===== src/rtl/fifo_uart_tx_pkg.sv =====
// Shared definitions for the FIFO-to-UART transmitter: state encodings, line levels, parity helper.
// FIFO_UART_TX_PARITY_EN adds the PARITY state (even parity after the data bits).
package fifo_uart_tx_pkg;

  localparam int CLKS_PER_BIT_DEF = 208;
  localparam int DATA_W           = 8;

  localparam logic UART_MARK  = 1'b1;
  localparam logic UART_SPACE = 1'b0;

  typedef enum logic [2:0] {
    ST_IDLE   = 3'd0,
    ST_FETCH  = 3'd1,
    ST_LOAD   = 3'd2,
    ST_START  = 3'd3,
    ST_DATA   = 3'd4,
`ifdef FIFO_UART_TX_PARITY_EN
    ST_PARITY = 3'd5,
`endif
    ST_STOP   = 3'd6
  } tx_state_e;

  function automatic logic even_parity(input logic [DATA_W-1:0] data);
    return ^data;
  endfunction

endpackage


===== src/rtl/uart_baud_tick.sv =====
// Baud counter: counts 0..CLKS_PER_BIT-1 while enabled and strobes o_tick on the last clock of a bit.
module uart_baud_tick
  import fifo_uart_tx_pkg::*;
#(
  parameter int CLKS_PER_BIT = CLKS_PER_BIT_DEF
) (
  input  logic i_clk,
  input  logic i_res_n,
  input  logic i_clr,
  input  logic i_en,
  output logic o_tick
);

  localparam int               CNT_W    = $clog2(CLKS_PER_BIT);
  localparam logic [CNT_W-1:0] CNT_LAST = CNT_W'(CLKS_PER_BIT - 1);

  logic [CNT_W-1:0] cnt_r;
  logic [CNT_W-1:0] cnt_s;

  assign o_tick = i_en && (cnt_r == CNT_LAST);

  // next count: clear wins, otherwise wrap at the bit boundary
  always_comb begin
    cnt_s = cnt_r;
    if (i_clr) begin
      cnt_s = '0;
    end else if (i_en) begin
      if (cnt_r == CNT_LAST) begin
        cnt_s = '0;
      end else begin
        cnt_s = cnt_r + CNT_W'(1'b1);
      end
    end else begin
      cnt_s = cnt_r;
    end
  end

  // counter register
  always_ff @(posedge i_clk or negedge i_res_n) begin
    if (!i_res_n) begin
      cnt_r <= '0;
    end else begin
      cnt_r <= cnt_s;
    end
  end

endmodule


===== src/rtl/fifo_uart_tx.sv =====
// Drains bytes from the capture FIFO and sends each as an 8N1 UART frame, LSB first.
// Define FIFO_UART_TX_PARITY_EN to insert an even-parity bit before the stop bit.
module fifo_uart_tx
  import fifo_uart_tx_pkg::*;
#(
  parameter int CLKS_PER_BIT = CLKS_PER_BIT_DEF,
  parameter int DATA_WIDTH   = DATA_W
) (
  input  logic                  i_clk,
  input  logic                  i_res_n,
  output logic                  o_fifo_ren,
  input  logic [DATA_WIDTH-1:0] i_fifo_data,
  input  logic                  i_fifo_empty,
  output logic                  o_uart_tx,
  output logic                  o_busy
);

  tx_state_e             state_r, state_s;
  logic                  tx_r, tx_s;
  logic                  ren_r, ren_s;
  logic                  busy_r;
  logic [DATA_WIDTH-1:0] shift_r, shift_s;
  logic [2:0]            bit_r, bit_s;
`ifdef FIFO_UART_TX_PARITY_EN
  logic                  par_r, par_s;
`endif
  logic                  tick_s;
  logic                  clr_s;
  logic                  en_s;

  // counter restarts at frame start so START lasts exactly one bit time
  assign clr_s = (state_r == ST_LOAD);
  assign en_s  = (state_r != ST_IDLE) && (state_r != ST_FETCH) && (state_r != ST_LOAD);

  uart_baud_tick #(
    .CLKS_PER_BIT(CLKS_PER_BIT)
  ) u_baud (
    .i_clk  (i_clk),
    .i_res_n(i_res_n),
    .i_clr  (clr_s),
    .i_en   (en_s),
    .o_tick (tick_s)
  );

  // next-state and next-output logic
  always_comb begin
    state_s = state_r;
    tx_s    = tx_r;
    ren_s   = 1'b0;
    shift_s = shift_r;
    bit_s   = bit_r;
`ifdef FIFO_UART_TX_PARITY_EN
    par_s   = par_r;
`endif
    case (state_r)
      ST_IDLE: begin
        tx_s = UART_MARK;
        if (!i_fifo_empty) begin
          ren_s   = 1'b1;
          state_s = ST_FETCH;
        end else begin
          state_s = ST_IDLE;
        end
      end
      ST_FETCH: begin
        state_s = ST_LOAD;
      end
      ST_LOAD: begin
        shift_s = i_fifo_data;
        bit_s   = 3'd0;
`ifdef FIFO_UART_TX_PARITY_EN
        par_s   = even_parity(i_fifo_data);
`endif
        tx_s    = UART_SPACE;
        state_s = ST_START;
      end
      ST_START: begin
        if (tick_s) begin
          tx_s    = shift_r[0];
          shift_s = {1'b0, shift_r[DATA_WIDTH-1:1]};
          state_s = ST_DATA;
        end else begin
          state_s = ST_START;
        end
      end
      ST_DATA: begin
        if (tick_s) begin
          bit_s = bit_r + 3'd1;
          if (bit_r == 3'd7) begin
`ifdef FIFO_UART_TX_PARITY_EN
            tx_s    = par_r;
            state_s = ST_PARITY;
`else
            tx_s    = UART_MARK;
            state_s = ST_STOP;
`endif
          end else begin
            tx_s    = shift_r[0];
            shift_s = {1'b0, shift_r[DATA_WIDTH-1:1]};
            state_s = ST_DATA;
          end
        end else begin
          state_s = ST_DATA;
        end
      end
`ifdef FIFO_UART_TX_PARITY_EN
      ST_PARITY: begin
        if (tick_s) begin
          tx_s    = UART_MARK;
          state_s = ST_STOP;
        end else begin
          state_s = ST_PARITY;
        end
      end
`endif
      ST_STOP: begin
        if (tick_s) begin
          tx_s    = UART_MARK;
          state_s = ST_IDLE;
        end else begin
          state_s = ST_STOP;
        end
      end
      default: begin
        tx_s    = UART_MARK;
        state_s = ST_IDLE;
      end
    endcase
  end

  // state and registered outputs; reset forces the line to mark at once
  always_ff @(posedge i_clk or negedge i_res_n) begin
    if (!i_res_n) begin
      state_r <= ST_IDLE;
      tx_r    <= UART_MARK;
      ren_r   <= 1'b0;
      busy_r  <= 1'b0;
      shift_r <= '0;
      bit_r   <= 3'd0;
`ifdef FIFO_UART_TX_PARITY_EN
      par_r   <= 1'b0;
`endif
    end else begin
      state_r <= state_s;
      tx_r    <= tx_s;
      ren_r   <= ren_s;
      busy_r  <= (state_s != ST_IDLE);
      shift_r <= shift_s;
      bit_r   <= bit_s;
`ifdef FIFO_UART_TX_PARITY_EN
      par_r   <= par_s;
`endif
    end
  end

  assign o_uart_tx  = tx_r;
  assign o_fifo_ren = ren_r;
  assign o_busy     = busy_r;

endmodule


===== config.mk =====
export PLATFORM = sky130hd
export DESIGN_NAME = fifo_uart_tx
export DESIGN_NICKNAME = d
export VERILOG_FILES = /design/src/rtl/fifo_uart_tx_pkg.sv /design/src/rtl/uart_baud_tick.sv /design/src/rtl/fifo_uart_tx.sv
export SDC_FILE = /design/constraint.sdc
export NUM_CORES = 1
export LEC_CHECK = 0
export ABC_AREA = 1
export BUFFER_PORTS_ARGS = -buffer_cell sky130_fd_sc_hd__buf_2
export CORE_MARGIN = 5
export CORE_UTILIZATION = 35
export CTS_BUF_LIST = sky130_fd_sc_hd__clkbuf_16
export CTS_CLUSTER_DIAMETER = 50
export CTS_CLUSTER_SIZE = 40
export DETAILED_ROUTE_END_ITERATION = 10
export PLACE_DENSITY = 0.52
export SYNTH_ARGS = -nofsm -noshare
export SYNTH_HDL_FRONTEND = slang
export SYNTH_SLANG_ARGS = --single-unit

===== constraint.sdc =====
create_clock -name i_clk -period 1.5 [get_ports i_clk]
set_input_delay 0.15 -clock i_clk [delete_from_list [all_inputs] [get_ports i_clk]]
set_output_delay 0.15 -clock i_clk [all_outputs]
set_load 0.05 [all_outputs]

==> results of run 1 <==
[stage by stage]
| stage | worst slack (ns) | utilization [%] | power (mW) |
|---|---|---|---|
| 2_1_floorplan | 0.196 | - | 0.721 |
| 6_report | 0.0859 | 44.7 | 1.32 |
| 4_1_cts | 0.00848 | 43.4 | 1.35 |
| 5_1_grt | -0.0135 | 44.7 | 1.38 |
| 3_3_place_gp | 0.0816 | 41.0 | 0.752 |
| 3_5_place_dp | 0.0224 | 41.0 | 0.752 |
[cell usage in the layout, fill, tap and decap left out]
cell type	n
clkbuf_16	3
nor2_1	12
buf_4	6
nand2_4	2
dfrtp_1	22
dlygate4sd3_1	1
inv_1	10
inv_6	1
nand2_2	10
nand4_1	2
nand3_4	2
dfstp_2	1
nand3_2	3
nor2_4	3
a22oi_1	1
ha_2	1
nor2_2	3
ha_1	2
a21oi_1	7
buf_2	13
nand2_1	69
o21ai_0	2
o21bai_1	1
o21ai_1	3
o31ai_1	1
dfrtp_2	2
nand3_1	11
a21boi_0	1
inv_2	7
[cell type report]
cell class	instances	area [µm²]	area share (%)
multi-input cells	136	704	42.4
flip-flops and latches	25	629	37.9
repair buffers	20	120	7.23
clock buffers	3	75.1	4.52
inverters	17	68.8	4.14
well taps	48	60.1	3.61
clock inverters	1	3.75	0.226
[power by group through the flow]
stage	Combinational, mW	Clock (mW)	Sequential, mW
floorplan	0.0193	0	0.702
global route	0.0598	0.633	0.692
global placement	0.0483	0	0.703
CTS	0.0509	0.606	0.691
detailed placement	0.0489	0	0.703
finish	0.0487	0.584	0.691
[layer usage]
| layer | global-route usage, % | routed length, µm |
|---|---|---|
| met5 | 0 | 0 |
| met4 | 6.15 | 61 |
| met3 | 3.05 | 146 |
| met2 | 17.8 | 1190 |
| met1 | 16.3 | 1400 |
[flip-flops by register name, indices dropped and copies added, names as in the netlist]
| register | cells |
|---|---|
| o_busy | 1 |
| bit_r | 3 |
| shift_r | 8 |
| state_r | 3 |
| o_fifo_ren | 1 |
| o_uart_tx | 1 |
| u_baud.cnt_r | 8 |
[final timing paths]
check / from / endpoint / cells past startpoint
max in group asynchronous: i_res_n / state_r[1] / 2
worst max-delay path: u_baud.cnt_r[1] / o_busy / 8
min in group asynchronous: i_res_n / o_fifo_ren / 2
worst min register to register: o_uart_tx / o_uart_tx / 2
worst min-delay path: i_fifo_empty / o_fifo_ren / 4
worst max register to register: u_baud.cnt_r[1] / o_busy / 8
[kinds of logic (layout without fill, tap and decap cells)]
logic type	count (synthesis)	count (layout)	synth area share, %
flops	25	25	45.8
buf+inv	17	41	5.03
simple gates	116	117	39.8
compound gates	16	16	6.59
fa+ha+maj	3	3	2.75
[worst max-delay path, delay by kind of cell, from the launching register on]
family / cells / cell delay (ns)
and+or+nand+nor: 7 / 0.73
DFF: 1 / 0.37
adders and majority gates: 1 / 0.20
[what timing repair did]
item,4_1_cts,5_1_grt
setup buffers,0,2
hold endpoints to repair,24,0
hold buffers,1,0
gates resized for setup,0,9
setup endpoints to repair,0,12
==> reports/qor.yml, run 1 <==
run_status:
  status: "finished, final reports clean"
place:
  dpl.hpwl_mm: 2.04
  place_inst: 242
  portBuffers: 13
  gp_congestion: 0.832
  placed_area_um2: 1520
min_path:
  hold_class: "in2reg"
grt:
  antenna_found_initial: 0
  grt.total_usage_pct: 12.1
  grt_pass1_vias: 1137
  grt_max_degree: 26
  grt_overflow: 0
  grt_first_pass_wirelength_mm: 4.91
clocking:
  clockBufferDepth: 2
  cts_made_buffers: 3
  clkSinkCount: 25
  cts_tree: "built"
  clock_latency_ns: 0.26
  clk_pin_slew_ns: 0.06
  htree_num_levels: 1
  cts_root_buf: "clkbuf_16"
routing:
  avgViaCountPerCell: 4.73
  drtIter0Drc: 43
  drc_errors: 0
  postRouteAntennaNets: 0
  dr.pass1.iters: 4
  totalWireLength_mm: 2.80
  wl_per_cell_um: 11.2
  via_count: 1183
floorplan:
  io_pins: 14
  dieArea_um2: 5260
  coreArea_um2: 3720
  start_util_pct: 36.8
  dieHeight_um: 72.5
  die_x_um: 72.5
  core.rowCount: 22
setup_path:
  reg2reg_slack_ns: 0.09
  start_kind: "flip-flop"
  cp_common_cell: "nand2_1"
  critPathCaptureType: "flip-flop"
  worstPathArrival_ns: 1.56
  crit_type: "reg2reg"
  cp_cell_sequence: "ha_2 > nand2_1 > nor2_4 > nand3_4 > nand2_1 > nand3_1 > nor2_1 > nand2_1"
  cp_max_fo: 5
  required_ns: 1.64
  slowest_delay_ns: 0.37
  slowest_stage: "dfrtp_1"
flow_run:
  cap_violations: 0
finish:
  syn_to_final_growth_pct: 21.5
  final_net_count: 217
  stdcell_count: 250
  nFillCells: 389
  num_antenna_cells: 0
  drive_gt1_share_pct: 28.2
  fin_area_um2: 1660
synthesis:
  synthDistinctLibCells: 24
  syn_area_per_cell_um2: 7.73
  yosys.cell_count.top_type: "nand2_1"
  synth_area_leader_cell: "dfrtp_1"
  ys_ff_latch: 25
  syn-cell-area_um2: 1370
  yosysTopAreaCellShare_pct: 43.9
  synth-edff-count: 0
  synth_flop_cell: "dfrtp_1"
  synth_fp_nets: 191
  synthArstFlopShare_pct: 100
  seq_area_frac_synth_pct: 45.8
  syn_inst: 177
  ys_warn_count: 0
  synth_common_cells: "nand2_1 (70), dfrtp_1 (24), nor2_1 (14)"
  yosys-top-cells-area: "dfrtp_1 (44%), nand2_1 (19%), nand2_2 (4.1%)"
power_and_ir_drop:
  p_clk_share_pct: 44.1
  p_sw_share_pct: 19.8
  p_int_mw: 1.06
  p_sw_mw: 0.262
  p_comb_share_pct: 3.7
  leakagePower_nw: 0.902
  powerDensity_nw_per_um2: 797
  p_seq_share_pct: 52.2
  ir_drop_uv: 365
timing:
  skew_ns: 0.00386
  setup_viol: 0
  rsz0062_at_grt: "yes"
  slew_headroom_pct: 62.1
  worst_pin_slew_ns: 0.568
  drv_slew: 0
  finalCriticalPeriod_ns: 1.41
  tns_ns: 0
  hold_viol_final: 0
  fmaxAchievable_mhz: 707
  holdWs_ns: 0.138
  fin_crit_sh_pct: 94.3
Power figures use the tool's default switching activity.
==> inputs of run 2 (changes only) <==
--- a/config.mk
+++ b/config.mk
@@ -7,13 +7,13 @@
 export LEC_CHECK = 0
 export ABC_AREA = 1
 export BUFFER_PORTS_ARGS = -buffer_cell sky130_fd_sc_hd__buf_2
-export CORE_MARGIN = 5
+export CORE_MARGIN = 2
 export CORE_UTILIZATION = 35
 export CTS_BUF_LIST = sky130_fd_sc_hd__clkbuf_16
 export CTS_CLUSTER_DIAMETER = 50
 export CTS_CLUSTER_SIZE = 40
 export DETAILED_ROUTE_END_ITERATION = 10
-export PLACE_DENSITY = 0.52
+export PLACE_DENSITY = 0.54
 export SYNTH_ARGS = -nofsm -noshare
 export SYNTH_HDL_FRONTEND = slang
 export SYNTH_SLANG_ARGS = --single-unit
==> constraint.sdc (replaced) <==
create_clock -name i_clk -period 1.1 [get_ports i_clk]
set_input_delay 0.11 -clock i_clk [delete_from_list [all_inputs] [get_ports i_clk]]
set_output_delay 0.11 -clock i_clk [all_outputs]
set_load 0.05 [all_outputs]
==> run 2 against run 1 <==
  * The run now ends with negative setup slack left
  * Global-route usage up 4.6 points
  * Sequential share of layout area down 8.2 points
  * Non-clock buffer count up 28
  * Highest routed layer unchanged
  * Count of clock-buffer cells in the layout unchanged
  * Hold slack worse by 0.031 ns
  * Die area down 16%
  * Cell area up 27%
  * Critical endpoint is now u_baud.cnt_r[7]
  * Fmax up 2.8%
  * Routed wire length up 17%
  * Sequential cell count unchanged
==> reports/qor.yml, run 2 (synthesis gave the netlist of run 1 again) <==
run_status:
  status: "complete, but fails checks"
  violations: "negative setup slack"
clocking:
  clk_pin_slew_ns: 0.06  # about the same
  clockBufferDepth: 2  # unchanged
  clkSinkCount: 25  # unchanged
  cts_root_buf: "clkbuf_16"
  cts_made_buffers: 3  # unchanged
  htree_num_levels: 1  # unchanged
  cts_tree: "built"
  clock_latency_ns: 0.26  # about the same
routing:
  drtIter0Drc: 44  # +2.3%
  dr.pass1.iters: 4  # unchanged
  wl_per_cell_um: 11.8  # +5.6%
  avgViaCountPerCell: 4.83  # +2.2%
  postRouteAntennaNets: 0  # unchanged
  drc_errors: 0  # unchanged
  via_count: 1344  # +14%
  totalWireLength_mm: 3.29  # +17%
grt:
  grt_first_pass_wirelength_mm: 5.66  # +15%
  grt.total_usage_pct: 16.6  # +4.6 points
  grt_max_degree: 26  # unchanged
  grt_overflow: 0  # unchanged
  antenna_found_initial: 0  # unchanged
  grt_pass1_vias: 1325  # +17%
setup_path:
  startpoint: "u_baud.cnt_r[0]"
  reg2reg_slack_ns: -0.28  # -0.36 ns
  worstPathArrival_ns: 1.53  # -0.03 ns
  r2r-end: "u_baud.cnt_r[7]"
  start_kind: "flip-flop"
  rr_worst_depth: 9  # +1
  cp-endpoint: "u_baud.cnt_r[7]"
  rr_startpoint: "u_baud.cnt_r[0]"
  required_ns: 1.26  # -0.38 ns
  crit_type: "reg2reg"
  critPathCaptureType: "flip-flop"
  cp_max_fo: 5  # unchanged
timing:
  slew_headroom_pct: 62.5  # +0.41 points
  setup_viol: 24  # +24
  worst_pin_slew_ns: 0.562  # -0.00610 ns
  fin_crit_sh_pct: 125  # +31 points
  skew_ns: 0.00225  # -0.00161 ns
  finalCriticalPeriod_ns: 1.38  # -0.0384 ns
  hold_viol_final: 0  # unchanged
  drv_slew: 0  # unchanged
  rsz0062_at_grt: "yes"
  fmaxAchievable_mhz: 727  # +2.8%
  fin_ws_ns: -0.276  # -0.362 ns
finish:
  final_net_count: 245  # +13%
  syn_to_final_growth_pct: 54.9
  drive_gt1_share_pct: 49.6  # +21 points
  final_common_cell: "nand2_1"
  mostFrequentLayoutCells: "nand2_1 (59), buf_4 (24), dfrtp_1 (22), nand2_2 (14), buf_2 (12)"
  stdcell_count: 278  # +11%
  num_antenna_cells: 0  # unchanged
  reg_top3: "shift_r x8, u_baud.cnt_r x8"
place:
  place_inst: 261  # +7.9%
  gp_congestion: 0.822  # -1.2%
  dpl.hpwl_mm: 2.19  # +7.3%
  portBuffers: 13  # unchanged
  preCtsSetupSlack_ns: -0.356  # -0.379 ns
min_path:
  hold_class: "in2reg"
  holdPathStages: 3  # -1
  min_from: "i_fifo_data[7]"
floorplan:
  dieArea_um2: 4420  # -16%
  io_pins: 14  # unchanged
  die_x_um: 66.5  # -8.3%
  coreArea_um2: 3720  # unchanged
  dieHeight_um: 66.5  # -8.3%
  core.rowCount: 22  # unchanged
  start_util_pct: 36.8  # unchanged
power_and_ir_drop:
  ir_drop_uv: 551  # +51%
  leakagePower_nw: 1.12  # +24%
  powerDensity_nw_per_um2: 855  # +7.3%
  power_mw: 1.81  # +37%
flow_run:
  cap_violations: 0  # unchanged
## run 2: repair_timing
item                                    CTS  global route
gates cloned                              1             0
hold buffers                              1             0
endpoints found under the setup margin   26            26
resized for setup                        32            34
pin swaps                                15             6
setup buffers                             6             6
endpoints found under the hold margin    24             0
## run 2: power by group
part	internal, mW	leakage (nW)	switching [mW]
combinational	0.0289	0.789	0.0406
clock	0.486	0.0423	0.313
sequential	0.934	0.286	0.00798
total	1.45	1.12	0.361
## run 2: final cells by class
type,instances,area (µm²)
Inverter,17,73.8
Clock inverter,1,3.75
Sequential cell,25,629
Fill cell,323,1600
Timing Repair Buffer,48,383
Tap cell,48,60.1
Multi-Input combinational cell,136,893
Clock buffer,3,75.1
## run 2: layer usage
metal  track usage [%]  vias to the layer above  share of wire (%)
li1                  -                      674                  -
met1              21.7                      637                 46
met2              28.9                       31                 49
met3              2.03                        2                3.6
met4              4.59                        0               0.64
met5                 0                        -                  0
## run 2: worst min path at each step
stage	endpoint	slack [ns]
after global routing	shift_r[7]	0.16
final	shift_r[7]	0.11
after detailed placement	o_fifo_ren	0.14
after floorplan	bit_r[0]	-0.19
after global placement	o_fifo_ren	0.14
after CTS	shift_r[7]	0.10
## run 2: critical path, cell delays in order, from the launching register on
cell and delay, ns:
dfrtp_1 0.40, ha_4 0.18, buf_6 0.10, nand3_4 0.06
nor2_4 0.19, nor2_4 0.08, nand2_2 0.10, nand3_2 0.06
nand2_1 0.07, inv_1 0.04
## run 2: per-stage QoR
stage	setup TNS, ns	utilization, %	area [µm²]	hold slack, ns
floorplan	-2.65	-	1380	-0.186
global placement	-4.64	45.5	1690	0.139
detailed placement	-5.82	45.5	1690	0.141
CTS	-4.41	52.5	1950	0.104
global route	-7.19	57.0	2120	0.164
finish	-5.13	57.0	2120	0.107
==> inputs of run 3 (changes only) <==
--- a/config.mk
+++ b/config.mk
@@ -13,7 +13,8 @@
 export CTS_CLUSTER_DIAMETER = 50
 export CTS_CLUSTER_SIZE = 40
 export DETAILED_ROUTE_END_ITERATION = 10
-export PLACE_DENSITY = 0.54
+export PLACE_DENSITY = 0.52
+export SKIP_LAST_GASP = 1
 export SYNTH_ARGS = -nofsm -noshare
 export SYNTH_HDL_FRONTEND = slang
 export SYNTH_SLANG_ARGS = --single-unit
==> constraint.sdc (replaced) <==
create_clock -name i_clk -period 1.3 [get_ports i_clk]
set_input_delay 0.13 -clock i_clk [delete_from_list [all_inputs] [get_ports i_clk]]
set_output_delay 0.13 -clock i_clk [all_outputs]
set_load 0.05 [all_outputs]
==> run 3 against run 2 <==
  * The flow still finishes with violations (negative setup slack)
  * Global-route usage down 1.2 points
  * Worst setup slack better by 0.17 ns
  * Highest routed layer unchanged
  * Largest power group unchanged
  * Largest cell class unchanged
  * Core utilization down 5.4 points
  * Hold slack better by 0.017 ns
  * Fmax down 2.3%
  * Cell area down 9.5%
  * Non-clock buffer count down 6
==> reports/qor.yml, run 3 (synthesis gave the netlist of run 1 again) <==
run_status:
  status: "complete, but fails checks"
  violations: "negative setup slack"
grt:
  antenna_found_initial: 0  # unchanged
  grt_pass1_vias: 1201  # -9.4%
  grt_first_pass_wirelength_mm: 5.24  # -7.5%
  grt.total_usage_pct: 15.5  # -1.2 points
  grt_max_degree: 26  # unchanged
  grt_overflow: 0  # unchanged
setup_path:
  worstPathArrival_ns: 1.55  # +0.02 ns
  required_ns: 1.44  # +0.18 ns
  critPathCaptureType: "flip-flop"
  reg2reg_slack_ns: -0.11  # +0.17 ns
  cp_max_fo: 4  # -1
  start_kind: "flip-flop"
  crit_type: "reg2reg"
timing:
  tns_ns: -1.25  # +3.88 ns
  drv_slew: 0  # unchanged
  fmaxAchievable_mhz: 710  # -2.3%
  skew_ns: 0.00243  # +0.000177 ns
  setup_viol: 17  # -29%
  hold_viol_final: 0  # unchanged
  rsz0062_at_grt: "yes"
  fin_crit_sh_pct: 108  # -17 points
  finalCriticalPeriod_ns: 1.41  # +0.0321 ns
  worst_pin_slew_ns: 0.577  # +0.0144 ns
  fin_ws_ns: -0.108  # +0.168 ns
  slew_headroom_pct: 61.6  # -0.96 points
floorplan:
  core.rowCount: 22  # unchanged
  io_pins: 14  # unchanged
  dieArea_um2: 4420  # unchanged
  die_x_um: 66.5  # unchanged
  dieHeight_um: 66.5  # unchanged
  coreArea_um2: 3720  # unchanged
  start_util_pct: 36.8  # unchanged
clocking:
  cts_root_buf: "clkbuf_16"
  htree_num_levels: 1  # unchanged
  clkSinkCount: 25  # unchanged
  clock_latency_ns: 0.25  # about the same
  cts_made_buffers: 3  # unchanged
  clockBufferDepth: 2  # unchanged
  cts_tree: "built"
  clk_pin_slew_ns: 0.06  # about the same
power_and_ir_drop:
  p_int_mw: 1.23  # -15%
  powerDensity_nw_per_um2: 797  # -6.7%
  p_sw_mw: 0.303  # -16%
  p_comb_share_pct: 3.7  # about the same
  p_sw_share_pct: 19.8  # -0.13 points
  p_seq_share_pct: 52.2  # +0.2 points
  p_clk_share_pct: 44.1  # about the same
  leakagePower_nw: 1.03  # -7.8%
  ir_drop_uv: 352  # -36%
min_path:
  hold_class: "in2reg"
routing:
  dr.pass1.iters: 4  # unchanged
  avgViaCountPerCell: 4.59  # -5.0%
  highest-signal-layer: "met4"
  met1_length_mm: 1.50  # -1.3%
  via_count: 1249  # -7.1%
  totalWireLength_mm: 3.08  # -6.3%
  wl_per_cell_um: 11.3  # -4.2%
  drc_errors: 0  # unchanged
  wl_met3_um: 77  # -34%
  drtIter0Drc: 30  # -32%
  postRouteAntennaNets: 0  # unchanged
  route.met2.wl_mm: 1.48  # -8.9%
place:
  portBuffers: 13  # unchanged
  gp_congestion: 0.790  # -3.8%
  placed_area_um2: 1660  # -1.9%
  dpl.hpwl_mm: 2.15  # -1.4%
finish:
  reg_top3: "shift_r x8, u_baud.cnt_r x8"
  mostFrequentLayoutCells: "nand2_1 (62), buf_4 (26), dfrtp_1 (23), nand2_2 (17), buf_2 (13)"
  final_net_count: 239  # -2.4%
  nFillCells: 365  # +13%
  finish.utilization_pct: 51.6  # -5.4 points
  drive_gt1_share_pct: 42.9  # -6.7 points
  num_antenna_cells: 0  # unchanged
  final_common_cell: "nand2_1"
  syn_to_final_growth_pct: 40.2
  fin_area_um2: 1920  # -9.5%
flow_run:
  cap_violations: 0  # unchanged
## run 3: cell count changes in the layout (fill, tap and decap cells not counted), sizes merged
cell and change:
buf -6
## run 3: layout make-up
type,instances,area [µm²],share of cell area (%)
tap,48,60.1,3.13
multi-input combinational,136,788,41.1
clock inverter,1,3.75,0.196
clock buffer,3,75.1,3.92
inverter,17,68.8,3.59
sequential,25,628,32.8
timing repair buffer,42,293,15.3
## run 3: power groups by stage
stage	registers, mW	logic (mW)	clock network [mW]
2_1_floorplan	0.810	0.0223	0
3_3_place_gp	0.811	0.0554	0
5_1_grt	0.798	0.0666	0.730
4_1_cts	0.797	0.0587	0.697
3_5_place_dp	0.812	0.0560	0
6_report	0.797	0.0572	0.674
## run 3: per-stage QoR
stage                     worst slack, ns  total power, mW  hold WS (ns)  instances
after floorplan                  -0.00386            0.832        -0.166        177
after CTS                         -0.0913             1.55         0.122        268
final                              -0.108             1.53         0.124        272
after global placement            -0.0860            0.867         0.160        260
after global routing               -0.204             1.59         0.133        272
after detailed placement           -0.162            0.868         0.164        260
## run 3: routing by layer
metal / GRT usage, % / up-vias
met5: 0 / -
met2: 25.4 / 18
li1: - / 658
met4: 5.36 / 0
met1: 20.9 / 571
met3: 2.03 / 2
## run 3: worst paths after layout
path,start,to,depth (start not counted)
worst max register to register,u_baud.cnt_r[1],o_busy,9
max in group asynchronous,i_res_n,state_r[1],2
min in group asynchronous,i_res_n,state_r[0],2
worst min register to register,shift_r[0],shift_r[0],2
worst max-delay path,u_baud.cnt_r[1],o_busy,9
worst min-delay path,i_fifo_empty,o_fifo_ren,4
## run 3: timing repair
action | in CTS | in global routing
hold buffers | 1 | 0
gates cloned | 1 | 0
hold endpoints to repair | 24 | 0
pin swaps | 2 | 12
setup buffers | 2 | 4
resized for setup | 12 | 21
endpoints found under the setup margin | 20 | 20
## run 3: critical path: stages, from the launching register on
cell and delay (ns):
dfrtp_1 0.39, ha_2 0.20, buf_4 0.14, nand3_2 0.07, nor2_4 0.05, buf_6 0.12
nand3_1 0.08, nand3_2 0.08, nor2_2 0.10, nand2_1 0.06
